<file path="src/rtl/reg_writeback.sv">
// reg_writeback
//   Drives the single write port of the RV32I register file. Single-cycle ALU
//   results and out-of-order load returns are merged onto that port. Load
//   returns are held in a small FIFO. A 32-bit pending-load scoreboard is
//   kept for the issue stage's RAW/WAW stall decisions.
//
//   Optional feature: define WB_BYPASS_EN to enable the write-port bypass on
//   fwd1_* / fwd2_*. When it is not defined, those outputs are tied to 0.
//
// Ports
//   clock, resetn                  clock (rising edge), sync active-low reset
//   alu_valid/alu_rd/alu_data      ALU result in; alu_ready = accepted
//   ld_issue/ld_issue_rd           load issued, mark destination pending
//   ld_valid/ld_rd/ld_data         load data return; ld_ready = accepted
//   chk_rs1/chk_rs2/chk_rd         issue-stage registers to check
//   rs1_busy/rs2_busy/rd_busy      scoreboard lookups for those registers
//   reg_wr_en/write_reg1/write_data registered register-file write port
//   fwd1_*/fwd2_*                  bypass of the in-flight write (optional)
module reg_writeback #(
    parameter int LD_FIFO_DEPTH = 4
) (
    input  logic        clock,
    input  logic        resetn,
    input  logic        alu_valid,
    input  logic [4:0]  alu_rd,
    input  logic [31:0] alu_data,
    output logic        alu_ready,
    input  logic        ld_issue,
    input  logic [4:0]  ld_issue_rd,
    input  logic        ld_valid,
    input  logic [4:0]  ld_rd,
    input  logic [31:0] ld_data,
    output logic        ld_ready,
    input  logic [4:0]  chk_rs1,
    input  logic [4:0]  chk_rs2,
    input  logic [4:0]  chk_rd,
    output logic        rs1_busy,
    output logic        rs2_busy,
    output logic        rd_busy,
    output logic        reg_wr_en,
    output logic [4:0]  write_reg1,
    output logic [31:0] write_data,
    output logic        fwd1_valid,
    output logic [31:0] fwd1_data,
    output logic        fwd2_valid,
    output logic [31:0] fwd2_data
);

    localparam int PTR_W = (LD_FIFO_DEPTH > 1) ? $clog2(LD_FIFO_DEPTH) : 1;
    localparam int CNT_W = PTR_W + 1;

    logic [4:0]       fifo_rd_q   [LD_FIFO_DEPTH];
    logic [31:0]      fifo_data_q [LD_FIFO_DEPTH];
    logic [PTR_W-1:0] wr_ptr_q, wr_ptr_d;
    logic [PTR_W-1:0] rd_ptr_q, rd_ptr_d;
    logic [CNT_W-1:0] count_q, count_d;
    logic [31:0]      sb_q, sb_d;
    logic             reg_wr_en_q, reg_wr_en_d;
    logic [4:0]       write_reg1_q, write_reg1_d;
    logic [31:0]      write_data_q, write_data_d;

    logic             fifo_full;
    logic             fifo_empty;
    logic             push;
    logic             pop;
    logic [4:0]       head_rd;
    logic [31:0]      head_data;

    assign fifo_full  = (count_q == CNT_W'(LD_FIFO_DEPTH));
    assign fifo_empty = (count_q == '0);
    assign head_rd    = fifo_rd_q[rd_ptr_q];
    assign head_data  = fifo_data_q[rd_ptr_q];

    // A full FIFO also stalls the ALU so that the drain pop is guaranteed
    // the write port on that cycle.
    assign ld_ready  = resetn & ~fifo_full;
    assign alu_ready = resetn & ~fifo_full;
    assign push      = ld_valid & ld_ready;

    always_comb begin
        pop          = 1'b0;
        reg_wr_en_d  = 1'b0;
        write_reg1_d = write_reg1_q;
        write_data_d = write_data_q;
        sb_d         = sb_q;

        // Write-port arbitration: full drain > ALU > opportunistic drain.
        // Entries pushed this cycle are not counted yet, so a head is never
        // popped in its own push cycle.
        if (fifo_full) begin
            pop = 1'b1;
        end else if (alu_valid) begin
            reg_wr_en_d  = (alu_rd != 5'd0);
            write_reg1_d = alu_rd;
            write_data_d = alu_data;
        end else if (!fifo_empty) begin
            pop = 1'b1;
        end

        if (pop) begin
            reg_wr_en_d  = (head_rd != 5'd0);
            write_reg1_d = head_rd;
            write_data_d = head_data;
            sb_d[head_rd] = 1'b0;
        end

        // Applied after the clear so that a same-cycle re-issue keeps the bit.
        if (ld_issue && ld_issue_rd != 5'd0) begin
            sb_d[ld_issue_rd] = 1'b1;
        end
        sb_d[0] = 1'b0;

        wr_ptr_d = wr_ptr_q + PTR_W'(push);
        rd_ptr_d = rd_ptr_q + PTR_W'(pop);
        count_d  = count_q + CNT_W'(push) - CNT_W'(pop);
    end

    always_ff @(posedge clock) begin
        if (!resetn) begin
            wr_ptr_q     <= '0;
            rd_ptr_q     <= '0;
            count_q      <= '0;
            sb_q         <= '0;
            reg_wr_en_q  <= 1'b0;
            write_reg1_q <= '0;
            write_data_q <= '0;
        end else begin
            wr_ptr_q     <= wr_ptr_d;
            rd_ptr_q     <= rd_ptr_d;
            count_q      <= count_d;
            sb_q         <= sb_d;
            reg_wr_en_q  <= reg_wr_en_d;
            write_reg1_q <= write_reg1_d;
            write_data_q <= write_data_d;
        end
    end

    // Storage needs no reset: the pointers and count define validity.
    always_ff @(posedge clock) begin
        if (push) begin
            fifo_rd_q[wr_ptr_q]   <= ld_rd;
            fifo_data_q[wr_ptr_q] <= ld_data;
        end
    end

    assign reg_wr_en  = reg_wr_en_q;
    assign write_reg1 = write_reg1_q;
    assign write_data = write_data_q;

    // sb_q[0] is held at 0, so an x0 lookup always reads not-busy.
    assign rs1_busy = sb_q[chk_rs1];
    assign rs2_busy = sb_q[chk_rs2];
    assign rd_busy  = sb_q[chk_rd];

`ifdef WB_BYPASS_EN
    // The register file commits at the edge that ends the reg_wr_en cycle.
    // A same-cycle read therefore sees the old value, so forward the new one.
    assign fwd1_valid = reg_wr_en_q && (write_reg1_q == chk_rs1) && (chk_rs1 != 5'd0);
    assign fwd1_data  = write_data_q;
    assign fwd2_valid = reg_wr_en_q && (write_reg1_q == chk_rs2) && (chk_rs2 != 5'd0);
    assign fwd2_data  = write_data_q;
`else
    assign fwd1_valid = 1'b0;
    assign fwd1_data  = '0;
    assign fwd2_valid = 1'b0;
    assign fwd2_data  = '0;
`endif

endmodule
</file>
<file path="config.mk">
export PLATFORM = sky130hd
export DESIGN_NAME = reg_writeback
export DESIGN_NICKNAME = d
export VERILOG_FILES = /design/src/rtl/reg_writeback.sv
export SDC_FILE = /design/constraint.sdc
export NUM_CORES = 1
export LEC_CHECK = 0
export CAP_MARGIN = 10
export CELL_PAD_IN_SITES_DETAIL_PLACEMENT = 1
export CELL_PAD_IN_SITES_GLOBAL_PLACEMENT = 2
export CORE_UTILIZATION = 39
export CTS_BUF_LIST = sky130_fd_sc_hd__clkbuf_4 sky130_fd_sc_hd__clkbuf_8
export DETAILED_ROUTE_END_ITERATION = 7
export PLACE_DENSITY_LB_ADDON = 0.1
export REMOVE_ABC_BUFFERS = 1
export SYNTH_ARGS = -nofsm -noshare
export SYNTH_HDL_FRONTEND = slang
export SYNTH_SLANG_ARGS = --single-unit
</file>
<file path="constraint.sdc">
create_clock -name clock -period 7.95 [get_ports clock]
set_input_delay 1.59 -clock clock [delete_from_list [all_inputs] [get_ports clock]]
set_output_delay 1.59 -clock clock [all_outputs]
set_load 0.005 [all_outputs]
</file>
==> flow_summary.json <==
{
  "post-dp-hpwl_um": 16200,
  "synth_compound_area_share_pct": 8.92,
  "timing.final.crit_period_ns": 5.53,
  "synth_common_cells": "edfxtp_1, dfxtp_1, buf_4",
  "path_buf_inv": 2,
  "vias": 6321,
  "fp.dieArea_um2": 26200,
  "antennaDiodeCount": 0,
  "grt_antenna_before_repair": 1,
  "detail-route-antenna-nets": 0,
  "muxShareOfSynthArea_pct": 17.4,
  "multi_input_area_um2": 3590,
  "powerDensity_nw_per_um2": 281,
  "grt.overflow.total": 0,
  "syn_to_final_growth_pct": 23.0,
  "syn-instance-count": 715,
  "crit_required_ns": 6.36,
  "routedWlPerCell_um": 19.7,
  "first_pass_iters": 5,
  "cts_resized": 0,
  "synth_fa_ha_area_share_pct": 0.702,
  "ys_seq_area_share_pct": 59.8,
  "io_pins": 208,
  "io_buffers": 141,
  "grt_pass1_vias": 6846,
  "fmax_mhz": 181,
  "drc_errors": 0,
  "ir_drop_v": 0.000164,
  "tns_ns": 0,
  "rows": 58,
  "yosys.area_share.simple_pct": 5.83,
  "cp-end-kind": "output pin",
  "finClkSkew_ns": 0.0252,
  "cts_max_level": 2,
  "fin_cells": 1223,
  "gp_congestion": 0.880,
  "cts_hold_buf": 0,
  "yosysUniqueCellTypes": 45,
  "crit_fanout": 10,
  "p_leak_nw": 4.28,
  "cpMostUsedCell": "clkdlybuf4s50_1",
  "r2r_start": "rd_ptr_q[0]$_SDFF_PN0_",
  "core_um2": 25100,
  "synth_xor_area_share_pct": 0.351,
  "yosysWarnings": 0,
  "power_mw": 3.45,
  "synth_flop_cell": "edfxtp_1",
  "yosys-top-cells-area": "edfxtp_1, dfxtp_1, mux4_2",
  "rsz0062_at_grt": "false",
  "die_w_um": 162,
  "period_share_pct": 69.6,
  "yosysMostFrequentCell": "edfxtp_1",
  "path_cells": "clkdlybuf4s50_1 -> mux4_2 -> a22oi_1 -> o211ai_1 -> mux2_2 -> clkdlybuf4s50_1",
  "nFillCells": 2563,
  "final_nets": 966,
  "grt_max_degree": 78,
  "place_area_um2": 11400,
  "avgSynthCellArea_um2": 14.0,
  "outcome": "complete, no violations",
  "drv_slew": 0,
  "synth.cell_area_um2": 9970,
  "setup_violations": 0,
  "cts_tree": "done",
  "crit_family": "buffers and inverters",
  "clk_pin_slew_ns": 0.05,
  "cp_slowest_cell": "clkdlybuf4s50_1",
  "grtUsageTotal_pct": 18.6,
  "yosys.area.top_type_share_pct": 44.6,
  "start_util_pct": 39.7,
  "grt_pass1_wl_um": 37500,
  "synth_top_cell_by_area": "edfxtp_1",
  "post-cts-setup-buffer-count": 0,
  "layout-drive-gt1-share_pct": 15.8,
  "dp.cells": 1151,
  "critical_path_arrival_ns": 3.94,
  "postLayoutCellArea_um2": 12300,
  "drv_cap": 0,
  "synth_top_family_by_area": "multiplexers",
  "seqCellArea_um2": 5970,
  "fin_hold_ws_ns": 0.551,
  "synth_edf_count": 148,
  "cts_buffer_depth": 3,
  "hold_violations": 0,
  "relSlewSlack_pct": 21.7,
  "dpl_worst_slack_ns": 2.40,
  "critPathLaunchType": "input pin",
  "dr.first_iter.drc_count": 264,
  "vias_per_cell": 5.17,
  "utilization_pct": 48.9,
  "hold_start": "sb_q[3]$_SDFF_PN0_",
  "wl_um": 24000,
  "cts.sinks": 224,
  "clk_latency_ns": 0.53,
  "ys_ff_latch": 224,
  "root_buffer": "clkbuf_8",
  "hp-class": "flop to flop",
  "finalWorstSetupSlack_ns": 2.42,
  "tightest_slew_ns": 1.17,
  "ys_async_sr_fraction_pct": 0,
  "path_class": "input pin to output pin",
  "worst_path_largest_cell_delay_ns": 0.78,
  "die_y_um": 162,
  "cts_made_buffers": 39,
  "crit_start": "chk_rs1[1]"
}
where the power goes:
group / internal [mW] / switching (mW) / total [mW]
clock: 0.619 / 0.456 / 1.08
combinational: 0.479 / 0.429 / 0.908
sequential: 1.37 / 0.0985 / 1.46
total: 2.46 / 0.983 / 3.45
worst register-to-register path: stages, from the launching register on:
cell and delay [ns]:
dfxtp_2 0.58, buf_4 0.58, mux4_2 0.69, or4_1 0.67, o21ai_0 0.21, a21boi_0 0.11
routing by layer:
layer,vias to the layer above,global-route usage (%),part of all wire [%]
li1,2893,-,-
met1,3165,22.1,41
met2,204,32.9,51
met3,59,3.40,4.9
met4,0,7.76,2.8
met5,-,0,0
worst paths after layout:
check | to | slack [ns] | depth (start not counted)
worst min-delay path | sb_q[3]$_SDFF_PN0_ | 0.55 | 2
worst max register to register | sb_q[12]$_SDFF_PN0_ | 4.98 | 5
worst min register to register | sb_q[3]$_SDFF_PN0_ | 0.55 | 2
worst max-delay path | rs1_busy | 2.42 | 6
final cells by class:
type	count	share of cell area [%]
Tap cell	330	3.36
Clock buffer	64	6.31
Clock inverter	8	0.418
Inverter	6	0.184
Timing Repair Buffer	147	11.8
Multi-Input combinational cell	444	29.3
Sequential cell	224	48.6
cell usage in the layout (no fill, tap or decap), drive strengths merged, types with 5 or more instances in the layout:
cell type,Yosys,layout
a21boi,32,32
a21oi,40,40
and2,9,9
buf,82,7
clkbuf,24,64
clkdlybuf4s50,0,140
clkinv,0,7
conb,1,66
dfxtp,76,76
edfxtp,148,148
inv,6,7
mux2i,51,51
mux4,54,54
nand2,41,41
nand2b,5,5
nand3b,8,8
nor2,15,15
o21ai,69,69
cells by family after synthesis:
family	count (synthesis)
simple gates	109
buf+inv	112
xor+xnor	4
other cells	1
mux	106
compound gates	154
fa+ha+maj	5
flops	224
state kept, by name, summed over array words and instances (netlist names):
| signal | flops |
|---|---|
| count_q | 3 |
| fifo_data_q | 128 |
| write_reg1 | 5 |
| reg_wr_en | 1 |
| sb_q | 31 |
| fifo_rd_q | 20 |
| wr_ptr_q | 2 |
| write_data | 32 |
| rd_ptr_q | 2 |
(Power assumes the default switching activity.)
